==> config.mk <==
export PLATFORM = sky130hd
export DESIGN_NAME = mem_access_ctrl_flat
export DESIGN_NICKNAME = d
export VERILOG_FILES = /design/src/rtl/mem_ctrl_pkg.sv /design/src/rtl/mem_access_ctrl_if.sv /design/src/rtl/mem_access_ctrl_burst_counter.sv /design/src/rtl/mem_access_ctrl.sv /design/src/flat_wrapper.sv
export SDC_FILE = /design/constraint.sdc
export NUM_CORES = 1
export LEC_CHECK = 0
export ABC_AREA = 1
export CAP_MARGIN = 20
export CORE_UTILIZATION = 47
export DETAILED_ROUTE_END_ITERATION = 8
export MAX_ROUTING_LAYER = met4
export PLACE_DENSITY = 0.9
export RECOVER_POWER = 50
export SYNTH_ARGS = -nofsm -noshare
export SYNTH_HDL_FRONTEND = slang
export SYNTH_HIERARCHICAL = 1
export SYNTH_SLANG_ARGS = --single-unit
export TNS_END_PERCENT = 20
==> constraint.sdc <==
create_clock -name clock -period 4.1 [get_ports clock]
set_clock_uncertainty 0.2 [all_clocks]
set_input_delay 0.82 -clock clock [delete_from_list [all_inputs] [get_ports clock]]
set_output_delay 0.82 -clock clock [all_outputs]
set_load 0.02 [all_outputs]
==> src/rtl/mem_ctrl_pkg.sv <==
// Shared definitions for the load/store controller: default widths,
// controller state encoding and request opcode values.
package mem_ctrl_pkg;

  localparam int ADDR_W = 8;
  localparam int DATA_W = 8;
  localparam int LEN_W  = 4;

  typedef enum logic [1:0] {
    IDLE  = 2'd0,
    WRITE = 2'd1,
    READ  = 2'd2,
    RESP  = 2'd3
  } state_e;

  localparam logic OP_LOAD  = 1'b0;
  localparam logic OP_STORE = 1'b1;

endpackage

==> src/rtl/mem_access_ctrl_if.sv <==
// Request/response handshake bundle between the datapath and the
// load/store controller.
//   master : datapath side  (drives req_*, rsp_ready)
//   slave  : controller side (drives req_ready, rsp_*)
interface mem_access_ctrl_if
  import mem_ctrl_pkg::*;
#(
  parameter int ADDR_W_P = ADDR_W,
  parameter int DATA_W_P = DATA_W,
  parameter int LEN_W_P  = LEN_W
) ();

  logic                req_valid;
  logic                req_ready;
  logic                req_write;
  logic [ADDR_W_P-1:0] req_addr;
  logic [DATA_W_P-1:0] req_wdata;
  logic [LEN_W_P-1:0]  req_len;

  logic                rsp_valid;
  logic                rsp_ready;
  logic [DATA_W_P-1:0] rsp_rdata;
  logic                rsp_last;

  modport master (
    output req_valid, req_write, req_addr, req_wdata, req_len, rsp_ready,
    input  req_ready, rsp_valid, rsp_rdata, rsp_last
  );

  modport slave (
    input  req_valid, req_write, req_addr, req_wdata, req_len, rsp_ready,
    output req_ready, rsp_valid, rsp_rdata, rsp_last
  );

endinterface

==> src/rtl/mem_access_ctrl_burst_counter.sv <==
// Burst address/beat counter for the load/store controller.
//   clock, reset : clock, asynchronous active-high reset
//   load         : capture load_addr / load_len
//   load_addr    : starting address
//   load_len     : remaining beats minus one
//   step         : advance to next beat (address +1 wrapping, count -1)
//   addr         : current address
//   last         : current beat is the final one (count == 0)
module burst_counter
  import mem_ctrl_pkg::*;
#(
  parameter int ADDR_W_P = ADDR_W,
  parameter int LEN_W_P  = LEN_W
) (
  input  logic                clock,
  input  logic                reset,
  input  logic                load,
  input  logic [ADDR_W_P-1:0] load_addr,
  input  logic [LEN_W_P-1:0]  load_len,
  input  logic                step,
  output logic [ADDR_W_P-1:0] addr,
  output logic                last
);

  logic [ADDR_W_P-1:0] addr_q;
  logic [LEN_W_P-1:0]  count_q;

  // Address wraps naturally modulo 2^ADDR_W_P.
  always_ff @(posedge clock or posedge reset) begin
    if (reset) begin
      addr_q  <= '0;
      count_q <= '0;
    end else if (load) begin
      addr_q  <= load_addr;
      count_q <= load_len;
    end else if (step) begin
      addr_q  <= addr_q + 1'b1;
      count_q <= count_q - 1'b1;
    end
  end

  assign addr = addr_q;
  assign last = (count_q == '0);

endmodule

==> src/rtl/mem_access_ctrl.sv <==
// Load/store controller in front of the data memory.
//   clock, reset : clock, asynchronous active-high reset
//   bus          : request/response handshake (slave side)
//   mem_write    : memory write strobe (only in WRITE)
//   mem_address  : memory address (always the current burst address)
//   mem_data     : memory write data (always the latched store data)
//   mem_out      : combinational memory read data
//   busy         : controller not in IDLE
module mem_access_ctrl
  import mem_ctrl_pkg::*;
#(
  parameter int ADDR_W_P = ADDR_W,
  parameter int DATA_W_P = DATA_W,
  parameter int LEN_W_P  = LEN_W
) (
  input  logic                clock,
  input  logic                reset,
  mem_access_ctrl_if.slave    bus,
  output logic                mem_write,
  output logic [ADDR_W_P-1:0] mem_address,
  output logic [DATA_W_P-1:0] mem_data,
  input  logic [DATA_W_P-1:0] mem_out,
  output logic                busy
);

  state_e              state_q, state_d;
  logic [DATA_W_P-1:0] wdata_q;
  logic [DATA_W_P-1:0] rdata_q;

  logic                req_ready_d;
  logic                rsp_valid_d;
  logic                mem_write_d;
  logic                cnt_load;
  logic                cnt_step;
  logic [LEN_W_P-1:0]  cnt_len;
  logic [ADDR_W_P-1:0] cur_addr;
  logic                cur_last;

  // Stores are single-beat, so their length is forced to zero.
  assign cnt_len = (bus.req_write == OP_STORE) ? '0 : bus.req_len;

  burst_counter #(
    .ADDR_W_P (ADDR_W_P),
    .LEN_W_P  (LEN_W_P)
  ) u_burst_counter (
    .clock     (clock),
    .reset     (reset),
    .load      (cnt_load),
    .load_addr (bus.req_addr),
    .load_len  (cnt_len),
    .step      (cnt_step),
    .addr      (cur_addr),
    .last      (cur_last)
  );

  always_ff @(posedge clock or posedge reset) begin
    if (reset) begin
      state_q <= IDLE;
    end else begin
      state_q <= state_d;
    end
  end

  always_comb begin
    state_d     = state_q;
    req_ready_d = 1'b0;
    rsp_valid_d = 1'b0;
    mem_write_d = 1'b0;
    cnt_load    = 1'b0;
    cnt_step    = 1'b0;
    case (state_q)
      IDLE: begin
        req_ready_d = 1'b1;
        if (bus.req_valid) begin
          cnt_load = 1'b1;
          state_d  = (bus.req_write == OP_STORE) ? WRITE : READ;
        end
      end
      WRITE: begin
        mem_write_d = 1'b1;
        state_d     = RESP;
      end
      READ: begin
        state_d = RESP;
      end
      RESP: begin
        rsp_valid_d = 1'b1;
        if (bus.rsp_ready) begin
          if (cur_last) begin
            state_d = IDLE;
          end else begin
            cnt_step = 1'b1;
            state_d  = READ;
          end
        end
      end
      default: state_d = IDLE;
    endcase
  end

  // Store ack echoes the written data; loads capture the memory output.
  always_ff @(posedge clock or posedge reset) begin
    if (reset) begin
      wdata_q <= '0;
      rdata_q <= '0;
    end else begin
      if (state_q == IDLE && bus.req_valid) begin
        wdata_q <= bus.req_wdata;
      end
      if (state_q == WRITE) begin
        rdata_q <= wdata_q;
      end else if (state_q == READ) begin
        rdata_q <= mem_out;
      end
    end
  end

  assign bus.req_ready = req_ready_d;
  assign bus.rsp_valid = rsp_valid_d;
  assign bus.rsp_rdata = rdata_q;
  assign bus.rsp_last  = rsp_valid_d & cur_last;
  assign mem_write     = mem_write_d;
  assign mem_address   = cur_addr;
  assign mem_data      = wdata_q;
  assign busy          = (state_q != IDLE);

endmodule

==> src/flat_wrapper.sv <==
// flat-port wrapper written by rule: the top's interface ports become plain ports
module mem_access_ctrl_flat import mem_ctrl_pkg::*;
#(
  parameter int ADDR_W_P = ADDR_W,
  parameter int DATA_W_P = DATA_W,
  parameter int LEN_W_P  = LEN_W
)
  (clock, reset, mem_write, mem_address, mem_data, mem_out, busy, bus_req_valid, bus_req_write, bus_req_addr, bus_req_wdata, bus_req_len, bus_rsp_ready, bus_req_ready, bus_rsp_valid, bus_rsp_rdata, bus_rsp_last);
  mem_access_ctrl_if #(.ADDR_W_P(ADDR_W_P), .DATA_W_P(DATA_W_P), .LEN_W_P(LEN_W_P)) bus_i ();
  input  logic clock;
  input  logic reset;
  output logic mem_write;
  output logic [ADDR_W_P-1:0] mem_address;
  output logic [DATA_W_P-1:0] mem_data;
  input  logic [DATA_W_P-1:0] mem_out;
  output logic busy;
  input wire logic [$bits(bus_i.req_valid)-1:0] bus_req_valid;
  input wire logic [$bits(bus_i.req_write)-1:0] bus_req_write;
  input wire logic [$bits(bus_i.req_addr)-1:0] bus_req_addr;
  input wire logic [$bits(bus_i.req_wdata)-1:0] bus_req_wdata;
  input wire logic [$bits(bus_i.req_len)-1:0] bus_req_len;
  input wire logic [$bits(bus_i.rsp_ready)-1:0] bus_rsp_ready;
  output wire logic [$bits(bus_i.req_ready)-1:0] bus_req_ready;
  output wire logic [$bits(bus_i.rsp_valid)-1:0] bus_rsp_valid;
  output wire logic [$bits(bus_i.rsp_rdata)-1:0] bus_rsp_rdata;
  output wire logic [$bits(bus_i.rsp_last)-1:0] bus_rsp_last;
  assign bus_i.req_valid = bus_req_valid;
  assign bus_i.req_write = bus_req_write;
  assign bus_i.req_addr = bus_req_addr;
  assign bus_i.req_wdata = bus_req_wdata;
  assign bus_i.req_len = bus_req_len;
  assign bus_i.rsp_ready = bus_rsp_ready;
  assign bus_req_ready = bus_i.req_ready;
  assign bus_rsp_valid = bus_i.rsp_valid;
  assign bus_rsp_rdata = bus_i.rsp_rdata;
  assign bus_rsp_last = bus_i.rsp_last;
  mem_access_ctrl #(.ADDR_W_P(ADDR_W_P), .DATA_W_P(DATA_W_P), .LEN_W_P(LEN_W_P)) u_core (.clock(clock), .reset(reset), .bus(bus_i), .mem_write(mem_write), .mem_address(mem_address), .mem_data(mem_data), .mem_out(mem_out), .busy(busy));
endmodule
; Word-level counts from Yosys, hierarchy flattened
; Cells that the tools add are included.
[op_classes]
n_addsub = 2
n_eq_ne = 5
muxes = 20
n_bitwise = 1
n_reduce_logical = 8
[op_table]
columns = cell, n
row1 = $mux W8, 4
row2 = $mux W4, 3
row3 = $add A8 B1 Y8 const B, 1
row4 = $mux W1, 8
row5 = $mux W2, 4
row6 = $pmux W2 S3, 1
row7 = $reduce_bool A2 Y1, 3
row8 = $eq A2 B2 Y1 const B, 2
row9 = $logic_not A4 Y1, 1
row10 = $ne A2 B2 Y1 const B, 2
row11 = $sub A4 B1 Y4 const B, 1
row12 = $eq A2 B1 Y1 const B, 1
row13 = $logic_not A2 Y1, 1
row14 = $reduce_and A2 Y1, 1
row15 = $reduce_or A2 Y1, 1
row16 = $and A1 B1 Y1, 1
row17 = $logic_and A1 B1 Y1, 1
[totals]
reg_bits = 30
output_inout_bits = 29
wordCells = 41

; Depth between registers and ports, before layout
; Gate-level depths: netlist of run 1.
[depth]
depth_word = 6
mapped_depth = 8
ltp_nobuf = 8

; Modules after synthesis
; The synthesis of run 1 kept the hierarchy.
[by_module_without_submodules]
columns = module, n_inst, cells_each, area_per_inst_um2, seq_area_each_um2
row1 = mem_access_ctrl, 1, 113, 892.1, 450.4
row2 = burst_counter, 1, 85, 733.2, 300.3

; Least setup slack after synthesis of run 1
; OpenSTA, ideal clock, no wires.
[synth_timing]
path_type = reg-to-output
start = register u_core.u_burst_counter.count_q[1]
end = output port bus_rsp_last
arrival_ns = 1.105
t_required_ns = 3.080
setup_slack_ns = 1.975
path_stages_with_launch = 6
cell_sequence = dfrtp_1 inv_1 ha_1 nor3b_1 nand2_1 inv_1
[synth_via]
elab_chain_len = 2
[synth_rtl]
columns = element, line_no
row1 = start: declaration, mem_access_ctrl_burst_counter.sv:26  ; logic [LEN_W_P-1:0] count_q;
row2 = start signal: assignment, mem_access_ctrl_burst_counter.sv:35  ; count_q <= load_len;
row3 = start signal: assignment, mem_access_ctrl_burst_counter.sv:38  ; count_q <= count_q - 1'b1;
row4 = $logic_not A4 Y1, mem_access_ctrl_burst_counter.sv:43  ; assign last = (count_q == '0);
row5 = via u_core.cur_last, mem_access_ctrl.sv:37  ; logic cur_last;
row6 = $and A1 B1 Y1, mem_access_ctrl.sv:121  ; assign bus.rsp_last = rsp_valid_d & cur_last;
row7 = end: declaration, flat_wrapper.sv:26  ; output wire logic [$bits(bus_i.rsp_last)-1:0] bus_rsp_last;
; The timed path passes the listed nets, and every way through them passes these cells.

; Worst setup path after layout of run 1
[layout_timing]
start = register u_core.u_burst_counter.count_q[0]
end = output port bus_rsp_last
; Same word-level chain as after synthesis.

==> flow_summary_export.csv, run 1 <==
group,metric,value,unit
grt,antenna_found_initial,0,
placed_design,place_ws,1.342,ns
clocking,clk_pin_slew,0.09,ns
route,drtIter0Drc,114,
power_and_ir_drop,power_frac_comb,59.3,%
die,start_util,51.14,%
synth,synth_cell_types,24,
route,drtPass1Iterations,4,
power_and_ir_drop,power,1811,µW
timing,slew_viol_final,0,
timing,max_slew.worst_pin.slew,0.8063,ns
grt,grt_pass1_wl,6.472,mm
worst_setup_path,cp_max_fo,4,
grt,grt_max_degree,23,
clocking,cts_tree,"built",
timing,timing.fmax,328.6,MHz
route,antenna_left,0,
synth,synth_cells,198,
clocking,cts_hold_buf,0,
finish,antenna_cells,0,
clocking,cts_resized,0,
die,die_h,60.81,µm
outcome,status,"complete, no violations",
power_and_ir_drop,power.internal,984.2,µW
placed_design,place_area,0.002272,mm²
power_and_ir_drop,p_leak,0.001072,µW
grt,grt-ovfl-total,0,
timing,setup_viol,0,
worst_setup_path,start_kind,"register",
route,vias_per_cell,5.019,
finish,area_growth,42.26,%
grt,grt_pass1_vias,1436,
placed_design,place_inst,301,
placed_design,dp_hpwl,2.893,mm
clocking,cts_setup_buffers,0,
power_and_ir_drop,power.density,783.0,mW/mm²
worst_setup_path,arrival,2.02,ns
power_and_ir_drop,swShare,45.64,%
power_and_ir_drop,peakVddDrop,403.7,µV
synth,syn_avg_cell_area,8.209,µm²
synth,synth_warnings,6,
timing,setup_ws,1.057,ns
route,routedWlPerCell,12.59,µm
clocking,ctsRootBufferMaster,"clkbuf_4",
power_and_ir_drop,p_sw,826.4,µW
synth,netlist_area,0.001625,mm²
timing,min_period,3.043,ns
placed_design,portBuffers,61,
flow_run,max-cap-violations,0,
clocking,cts_htree_levels,2,
finish,stdcell_area,0.002312,mm²
timing,rsz0062_at_grt,"no",
finish,final_nets,303,
synth,ys_ff_latch,30,
timing,fin_crit_sh,74.23,%
die,rows,20,
synth,ys_seq_area_share,46.19,%
route,route.detailed.drc,0,
die,core,0.003178,mm²
worst_setup_path,critical_path_class,"register to output pin",
clocking,cts_buffers,5,
timing,fin_setup_tns,0,ns
clocking,clockBufferDepth,2,
placed_design,place.gp.congestion,0.8330,
finish,drive_above_1_share,6.818,%
synth,synth_nets,237,
clocking,insertion_delay,0.32,ns
timing,hold_viol,0,
finish,instances_no_fill,308,
min_path,holdCritPathClass,"register to register",
worst_setup_path,end_kind,"output pin",
die,die_x,60.81,µm
timing,slew_headroom,46.18,%
route,wl,3.879,mm
grt,grt_usage,25.26,%
power_and_ir_drop,pwr-share-clk,8.8,%
die,io_pins,62,
worst_setup_path,crit_required,3.08,ns
clocking,numClockSinks,30,
power_and_ir_drop,seqPwrFrac,31.9,%
route,vias,1546,
die,die-area,0.003697,mm²
## cell usage in the layout (no fill, tap or decap), drive strengths merged
cell and instances:
o21ai 21, clkdlybuf4s50 59, a21o 1, o211ai 3, dlygate4sd3 2, a22oi 8, clkbuf 7, o21bai 2
ha 6, nor3b 1, nand2 66, nor2 21, xnor2 4, dfrtp 30, inv 22, nand3 10
nor3 1
## layer usage
metal  part of all wire, %  track usage (%)  routed length [µm]  vias to the layer above
li1                      -                -                   -                      767
met1                    44            31.69                1726                      714
met2                    48            38.30                1871                       56
met3                   4.8            5.544                 188                        9
met4                   2.4            12.99                  93                        0
met5                     0                -                   0                        -
## sequential cells by signal, summed over array words and instances (netlist names)
signal,cells
u_core/state_q,2
u_core/bus.rsp_rdata,8
u_core/u_burst_counter/addr,8
u_core/mem_data,8
u_core/u_burst_counter/count_q,4
## power by group through the flow
| stage | logic (µW) | registers [µW] | clock network (µW) |
|---|---|---|---|
| finish | 1070 | 578 | 159 |
| global route | 1180 | 599 | 181 |
| CTS | 1090 | 578 | 164 |
| detailed placement | 1090 | 582 | 0 |
| global placement | 1060 | 579 | 0 |
| floorplan | 558 | 695 | 0 |
## Yosys cell counts, drive strengths merged
master  number  share of area, %
inv         22               5.1
xnor2        4               2.2
buf          2               1.2
nand3       10               3.1
nor3         1              0.31
o21ai       21               7.2
dfrtp       30                46
a22oi        8               5.5
o21bai       2              0.92
nand2       66                16
a21o         1              0.46
nor2        21               5.6
nor3b        1              0.46
ha           6               4.6
o211ai       3               1.4
## path summary, 6_finish.rpt
kind / cells after the start / from / end / slack, ns
setup reg to reg: 7 / u_core/state_q[0] / u_core/u_burst_counter/count_q[1] / 1.49
max in group asynchronous: 2 / reset / u_core/state_q[1] / 2.38
setup / recovery: 6 / u_core/u_burst_counter/count_q[0] / bus_rsp_last / 1.06
min in group asynchronous: 2 / reset / u_core/u_burst_counter/addr[2] / 0.80
hold reg to reg: 2 / u_core/bus.rsp_rdata[3] / u_core/bus.rsp_rdata[3] / 0.30
hold / removal: 2 / u_core/bus.rsp_rdata[3] / u_core/bus.rsp_rdata[3] / 0.30
## final cells by class
cell class | count | area, µm²
Clock buffer | 7 | 45.04
Timing Repair Buffer | 61 | 610.6
Tap cell | 44 | 55.05
Fill cell | 252 | 865.8
Inverter | 22 | 82.58
Multi-Input combinational cell | 144 | 768.2
Sequential cell | 30 | 750.7
## logic make-up after synthesis
| group | after synthesis | synth area share (%) |
|---|---|---|
| buffers and inverters | 24 | 6.236 |
| AO/OA/AOI/OAI | 35 | 15.47 |
| flip-flops | 30 | 46.19 |
| adder cells (fa/ha/maj) | 6 | 4.619 |
| AND/OR/NAND/NOR | 99 | 25.33 |
| XOR/XNOR | 4 | 2.155 |
## worst max-delay path, stage by stage, from the launching register on
cell	delay [ns]
dfrtp_1	0.42
inv_1	0.07
ha_1	0.17
nor3b_1	0.32
nand2_1	0.10
inv_1	0.06
clkdlybuf4s50_1	0.58
## per-stage QoR
stage	utilization, %	hold WS, ns
after global routing	72.76	0.3151
after CTS	72.91	0.2976
after floorplan	-	0.2800
after detailed placement	71.50	0.2765
final	72.76	0.2967
after global placement	71.50	0.2666
Note: power is estimated with default switching activity, not from simulation.
==> inputs of run 2 (changes only) <==
Settings changed: CORE_UTILIZATION 47 to 39, PLACE_DENSITY 0.9 to 0.8.
Clock period 4.1 ns to 2.5 ns, I/O delays scaled along.
==> run 2 against run 1 <==
  * Final cell count rose by 3.6%
  * Utilization is 13 points lower
  * Largest power group unchanged
  * Cell area is 3.6% higher
  * Sequential share of layout area shrank 1.1 points
  * First-iteration DRC count is 5.3% higher
  * Clock power grew to 2.6 times the previous value
  * Combinational power up 68%
  * Setup slack got worse by 0.91 ns
  * Via count increased by 0.97%
  * Critical path type unchanged
  * Die area grew 20%
==> flow_summary_export.csv, run 2 (same netlist as run 1, synthesis figures left out) <==
group,metric,value,unit
worst_setup_path,slowest_stage,"clkdlybuf4s50_1",
min_path,holdCritPathClass,"register to register",
outcome,status,"complete, no violations",
route,vias_per_cell,4.893,
timing,max_slew.worst_pin.slew,0.6760,ns
timing,min_period,2.357,ns
worst_setup_path,slowest_delay,0.63,ns
route,antenna_left,0,
timing,slew_headroom,54.89,%
die,die_x,66.56,µm
die,die_h,66.56,µm
power_and_ir_drop,swShare,44.66,%
timing,fin_crit_sh,94.26,%
route,wl,4.063,mm
route,routedWlPerCell,12.74,µm
die,core,0.004000,mm²
clocking,clk_pin_slew,0.07,ns
finish,final_nets,307,
worst_setup_path,crit_required,1.80,ns
min_path,hold_start,"u_core/bus.rsp_rdata[7]",
worst_setup_path,rr_startpoint,"u_core/state_q[0]",
worst_setup_path,critical_path_class,"register to output pin",
clocking,ctsRootBufferMaster,"clkbuf_8",
timing,rsz0062_at_grt,"no",
worst_setup_path,start_kind,"register",
power_and_ir_drop,power.internal,1747,µW
route,vias,1561,
grt,grt-ovfl-total,0,
power_and_ir_drop,pwr-share-clk,13.0,%
clocking,cts_buffers,5,
die,die-area,0.004430,mm²
power_and_ir_drop,p_leak,0.001113,µW
grt,grt_pass1_wl,6.920,mm
clocking,numClockSinks,30,
flow_run,max-cap-violations,0,
finish,drive_above_1_share,8.922,%
worst_setup_path,arrival,1.66,ns
placed_design,place_area,0.002310,mm²
clocking,insertion_delay,0.29,ns
power_and_ir_drop,power.density,1318,mW/mm²
clocking,clockBufferDepth,2,
placed_design,place_ws,0.1810,ns
clocking,cts_htree_levels,2,
min_path,min_to,"u_core/bus.rsp_rdata[7]",
clocking,cts_tree,"built",
worst_setup_path,r2r_cells,7,
finish,nFillCells,360,
die,io_pins,62,
power_and_ir_drop,p_sw,1410,µW
timing,setup_viol,0,
placed_design,place.gp.congestion,0.8073,
route,route.detailed.drc,0,
grt,antenna_found_initial,0,
timing,slew_viol_final,0,
min_path,min_path_cells,2,
timing,hold_viol,0,
clocking,cts_setup_buffers,0,
placed_design,dp_hpwl,3.006,mm
finish,layout_common_cells,"65 x nand2_1, 58 x clkdlybuf4s50_1, 30 x dfrtp_1",
clocking,cts_resized,2,
timing,timing.fmax,424.4,MHz
worst_setup_path,end_kind,"output pin",
worst_setup_path,reg2reg_slack,0.26,ns
worst_setup_path,cp_top_family,"buffers and inverters",
die,rows,23,
timing,worst_hold_slack,0.2853,ns
timing,fin_setup_tns,0,ns
clocking,cts_hold_buf,0,
grt,grt_usage,21.54,%
grt,grt_max_degree,19,
grt,grt_pass1_vias,1540,
worst_setup_path,crit_chain,"inv_1, ha_1, clkdlybuf4s50_1",
finish,stdcell_area,0.002395,mm²
worst_setup_path,path_buf_inv,2,
finish,antenna_cells,0,
worst_setup_path,r2r_end,"u_core/u_burst_counter/count_q[2]",
timing,setup_ws,0.1435,ns
route,drtPass1Iterations,4,
worst_setup_path,cp_max_fo,5,
finish,final_common_cell,"nand2_1",
power_and_ir_drop,seqPwrFrac,30.1,%
route,drtIter0Drc,120,
die,start_util,40.63,%
placed_design,portBuffers,61,
power_and_ir_drop,power_frac_comb,56.9,%
finish,area_growth,47.34,%
power_and_ir_drop,peakVddDrop,558.8,µV
==> run 2: power by group through the flow <==
| stage | Combinational [µW] | Sequential, µW | Clock [µW] |
|---|---|---|---|
| 2_1_floorplan | 916 | 1140 | 0 |
| 3_3_place_gp | 1790 | 946 | 0 |
| 3_5_place_dp | 1830 | 956 | 0 |
| 4_1_cts | 1840 | 952 | 423 |
| 5_1_grt | 1990 | 990 | 443 |
| 6_report | 1800 | 951 | 410 |
==> run 2: worst max-delay path by stage <==
stage	startpoint	endpoint	cells past startpoint
after detailed placement	u_core/u_burst_counter/count_q[1]	bus_rsp_last	6
final	u_core/state_q[1]	bus_req_ready	3
after global placement	u_core/u_burst_counter/count_q[0]	bus_rsp_last	6
after global routing	u_core/state_q[0]	bus_req_ready	3
after floorplan	u_core/state_q[0]	u_core/u_burst_counter/addr[3]	8
after CTS	u_core/u_burst_counter/count_q[1]	bus_rsp_last	6
==> run 2: per-stage QoR <==
step           cells  util, %  power [µW]
6_report         319    59.87        3157
5_1_grt          319    59.87        3420
4_1_cts          319    60.06        3217
3_5_place_dp     311    57.74        2787
3_3_place_gp     311    57.74        2741
2_1_floorplan    198        -        2056
==> run 2: worst min-delay path: stages, from the launching register on <==
cell	delay [ns]
dfrtp_1	0.34
nand2_1	0.05
o21ai_0	0.06
==> run 2: per-layer routing <==
| metal | track usage, % | share of wire [%] | wire length, µm | up-vias |
|---|---|---|---|---|
| met5 | - | 0 | 0 | - |
| met4 | 8.511 | 1.6 | 66 | 0 |
| met3 | 6.164 | 5.4 | 218 | 9 |
| met2 | 34.72 | 50 | 2051 | 39 |
| met1 | 25.21 | 42 | 1726 | 739 |
| li1 | - | - | - | 774 |
==> run 2: final cells by class <==
type	count	area, µm²	share of cell area (%)
Sequential cell	30	750.7	31.35
Clock inverter	2	12.51	0.5225
Clock buffer	6	82.58	3.448
Timing Repair Buffer	65	630.6	26.33
Tap cell	50	62.56	2.612
Multi-Input combinational cell	144	773.2	32.29
Inverter	22	82.58	3.448
